[config.mk]
export PLATFORM = sky130hd
export DESIGN_NAME = alu_arbiter
export DESIGN_NICKNAME = d
export VERILOG_FILES = /design/src/rtl/alu_arbiter.sv
export SDC_FILE = /design/constraint.sdc
export NUM_CORES = 1
export LEC_CHECK = 0
export CAP_MARGIN = 10
export CORE_UTILIZATION = 43
export DETAILED_ROUTE_END_ITERATION = 8
export PLACE_DENSITY = 0.9
export SYNTH_ARGS = -nofsm -noshare
export SYNTH_HDL_FRONTEND = slang
export SYNTH_SLANG_ARGS = --single-unit
[constraint.sdc]
create_clock -name clk -period 2.8 [get_ports clk]
set_input_delay 0.28 -clock clk [delete_from_list [all_inputs] [get_ports clk]]
set_output_delay 0.28 -clock clk [all_outputs]
set_load 0.02 [all_outputs]
[src/rtl/alu_arbiter.sv]
// alu_arbiter: two requesters share one external combinational ALU through an IDLE/EXEC/RESP FSM.
// Optional define ALU_ARB_FIXED_PRIO_EN replaces round robin with fixed priority for requester 0.
module alu_arbiter #(
   parameter int W     = 32,
   parameter int CMD_W = 4
) (
   input  logic             clk,
   input  logic             rst_n,
   input  logic             req0,
   input  logic             req1,
   input  logic [CMD_W-1:0] cmd0,
   input  logic [CMD_W-1:0] cmd1,
   input  logic [W-1:0]     a0,
   input  logic [W-1:0]     a1,
   input  logic [W-1:0]     b0,
   input  logic [W-1:0]     b1,
   output logic             done0,
   output logic             done1,
   output logic [W-1:0]     result,
   output logic             err,
   output logic             busy,
   output logic [W-1:0]     alu_in1,
   output logic [W-1:0]     alu_in2,
   output logic [CMD_W-1:0] alu_cmd,
   input  logic [W-1:0]     alu_result
);

   typedef enum logic [1:0] {IDLE, EXEC, RESP} state_t;

   state_t           state;
   logic [CMD_W-1:0] lat_cmd;
   logic [W-1:0]     lat_a;
   logic [W-1:0]     lat_b;
   logic             lat_id;
   logic             gnt;
`ifndef ALU_ARB_FIXED_PRIO_EN
   logic             last;
`endif

   function automatic logic cmd_supported(input logic [CMD_W-1:0] c);
      logic ok;
      ok = 1'b0;
      case (c)
         CMD_W'(4'b0000), CMD_W'(4'b0010), CMD_W'(4'b0100),
         CMD_W'(4'b0101), CMD_W'(4'b0110), CMD_W'(4'b0111),
         CMD_W'(4'b1000), CMD_W'(4'b1001), CMD_W'(4'b1010): ok = 1'b1;
         default: ok = 1'b0;
      endcase
      return ok;
   endfunction

   // gnt is the id of the winning requester; only meaningful when some request is high
   always_comb begin
`ifdef ALU_ARB_FIXED_PRIO_EN
      gnt = ~req0;
`else
      if (req0 && req1) gnt = ~last;
      else              gnt = req1;
`endif
   end

   // The shared ALU always sees the latched operation, so it is stable through EXEC
   assign alu_in1 = lat_a;
   assign alu_in2 = lat_b;
   assign alu_cmd = lat_cmd;

   always_ff @(posedge clk or negedge rst_n) begin
      if (!rst_n) begin
         state   <= IDLE;
         lat_cmd <= '0;
         lat_a   <= '0;
         lat_b   <= '0;
         lat_id  <= 1'b0;
         result  <= '0;
         err     <= 1'b0;
         done0   <= 1'b0;
         done1   <= 1'b0;
         busy    <= 1'b0;
`ifndef ALU_ARB_FIXED_PRIO_EN
         last    <= 1'b1;
`endif
      end else begin
         case (state)
            IDLE: begin
               done0 <= 1'b0;
               done1 <= 1'b0;
               err   <= 1'b0;
               if (req0 || req1) begin
                  lat_id  <= gnt;
                  lat_cmd <= gnt ? cmd1 : cmd0;
                  lat_a   <= gnt ? a1 : a0;
                  lat_b   <= gnt ? b1 : b0;
`ifndef ALU_ARB_FIXED_PRIO_EN
                  last    <= gnt;
`endif
                  busy    <= 1'b1;
                  state   <= EXEC;
               end
            end
            EXEC: begin
               // Unsupported commands still complete, but report zero with err
               if (cmd_supported(lat_cmd)) begin
                  result <= alu_result;
                  err    <= 1'b0;
               end else begin
                  result <= '0;
                  err    <= 1'b1;
               end
               done0 <= ~lat_id;
               done1 <= lat_id;
               busy  <= 1'b1;
               state <= RESP;
            end
            RESP: begin
               done0 <= 1'b0;
               done1 <= 1'b0;
               err   <= 1'b0;
               busy  <= 1'b0;
               state <= IDLE;
            end
            default: begin
               done0 <= 1'b0;
               done1 <= 1'b0;
               err   <= 1'b0;
               busy  <= 1'b0;
               state <= IDLE;
            end
         endcase
      end
   end

endmodule

==> reports/metrics.yaml <==
placed_design:
  portBuffers: 275
  place_hpwl_mm: 10.6
  place_congestion: 0.736
critical_path:
  critPathTopFamily: "multiplexers"
  r2r-start: "last"
  cpMostUsedCell: "mux2_4"
  rr_endpoint: "alu_in1[9]"
  cp-start-kind: "flop"
  crit_path_end_kind: "flop"
  arrival_ns: 2.12
  cp.required_ns: 3.03
  path_cells: "a21bo_4 > buf_4 > mux2_4 > mux2_4"
  criticalPathCategory: "flop to flop"
  slowest_stage: "dfstp_2"
  reg2reg_depth: 4
  regToRegSetupSlack_ns: 0.91
  cp_slowest_stage_delay_ns: 0.55
  cp_num_buf_inv: 1
  cp_max_fo: 29
timing:
  finalSetupViolCount: 0
  skew_ns: 0.00769
  period_share_pct: 67.7
  rsz0062_at_grt: "false"
  drv_slew: 0
  finalSetupTns_ns: 0
  slew_headroom_pct: 42.6
  finalCriticalPeriod_ns: 1.89
  fmax_mhz: 528
  finalHoldViolations: 0
  tightest_slew_ns: 0.861
clock_tree:
  cts_resized: 0
  cts_root_buf: "clkbuf_16"
  clk_pin_slew_worst_paths_ns: 0.07
  cts_tree: "yes"
  clk_path_buf_depth: 2
  cts_max_level: 3
  clk_latency_ns: 0.35
  post_cts_buffers: 0
  numCtsBuffers: 9
  cts_hold_buf: 0
  cts.sinks: 108
power_and_ir_drop:
  powerDensity_nw_per_um2: 1070
  power_leakage_nw: 3.83
  ir_drop_mv: 0.630
synthesis:
  ys_ff_latch: 108
  avgSynthCellArea_um2: 17.0
  synth.distinct_cells: 18
  ys_seq_area_share_pct: 50.4
  ys_warn_count: 0
  syn-cell-area_um2: 5360
  synthesis.nets: 488
  netlist_instances: 316
finish:
  drive_above_1_share_pct: 27.4
  layout.nets: 758
  layout.cells.most_common: "clkdlybuf4s50_1"
  diodes: 0
  utilization_pct: 70.3
  area_growth_pct: 58.2
  mostFrequentLayoutCells: "clkdlybuf4s50_1 (274), mux2_4 (136), dfrtp_1 (107)"
die:
  start_util_pct: 44.4
  die_area_um2: 12900
  fp.dieW_um: 114
  core_area_um2: 12100
  pin_count: 276
  die_h_um: 114
  rows: 40
route:
  drc: 0
  vias: 3740
  routed_wl_mm: 14.2
  drtIter0Drc: 195
  via_per_inst: 4.93
  wl_per_cell_um: 18.7
  dr.pass1.iters: 4
  drtAntennaViolNets: 0
grt:
  grt_pass1_wl_mm: 21.9
  grt_usage_pct: 22.4
  grt_max_degree: 72
  grt_pass1_vias: 4060
  grt_antenna_before_repair: 0
  grt_overflow: 0
hold_path:
  hp-class: "input pin to async pin"
status:
  run_status: "complete, no violations"
run:
  drv_cap: 0
-- cells in the mapped netlist --
cell type	number	area (um2)
nand2b_1	2	12.5
inv_1	3	11.3
a22oi_1	1	7.51
mux2_4	136	2040
a22o_1	32	280
dfstp_2	1	26.3
a21oi_1	1	5.00
mux2i_1	2	20.0
dfrtp_1	107	2680
buf_6	1	11.3
nor3_2	1	10.0
nor2b_1	1	6.26
buf_12	7	140
nor2_1	5	18.8
buf_1	3	11.3
a21bo_1	1	10.0
buf_2	11	55.1
a221oi_2	1	15.0
-- where the power goes --
part / switching (mW) / internal [mW] / leakage [nW]
Sequential: 0.490 / 2.32 / 1.30
Clock: 0.602 / 0.623 / 0.134
Combinational: 2.15 / 2.85 / 2.39
Total: 3.25 / 5.79 / 3.83
-- sequential cells by signal, summed over array words and instances (netlist names) --
register	flops
alu_cmd	4
lat_id	1
result	32
done0	1
done1	1
state	2
busy	1
last	1
err	1
alu_in2	32
alu_in1	32
-- metrics by stage --
step / hold WS, ns / setup slack (ns) / instances / power [mW] / cell area [um2]
2_1_floorplan: -0.0156 / 1.20 / 316 / 5.73 / 5360
3_3_place_gp: 0.417 / 0.699 / 743 / 7.67 / 8200
3_5_place_dp: 0.434 / 0.656 / 743 / 7.84 / 8200
4_1_cts: 0.0613 / 0.920 / 759 / 9.11 / 8480
5_1_grt: 0.108 / 0.876 / 759 / 9.47 / 8480
6_report: 0.0470 / 0.906 / 759 / 9.04 / 8480
-- layer usage --
layer	track usage, %	routed length [um]
met5	0	0
met4	8.42	272
met2	40.7	7480
met1	25.1	5470
met3	6.06	961
-- logic make-up after synthesis --
group | after synthesis | share of synthesized area (%)
buffers and inverters | 25 | 4.27
DFF | 108 | 50.4
AOI/OAI and AO/OA | 36 | 5.93
and+or+nand+nor | 9 | 0.887
muxes | 138 | 38.5
-- final cells by class --
| type | instances | area [um2] |
|---|---|---|
| fillers | 810 | 3580 |
| repair buffers | 281 | 2830 |
| flip-flops and latches | 108 | 2700 |
| multi-input cells | 183 | 2440 |
| clock buffers | 10 | 229 |
| well taps | 168 | 210 |
| clock inverters | 6 | 55.1 |
| inverters | 3 | 11.3 |
-- worst max path at each step --
stage / to / cells after the start / startpoint
after floorplan: alu_in2[31] / 5 / last
after global placement: alu_in1[9] / 5 / req0
after detailed placement: alu_in2[30] / 5 / req0
after CTS: alu_in1[9] / 4 / last
after global routing: alu_in1[15] / 4 / last
final: alu_in1[9] / 4 / last
No activity file was read; power rests on OpenSTA's default activity.
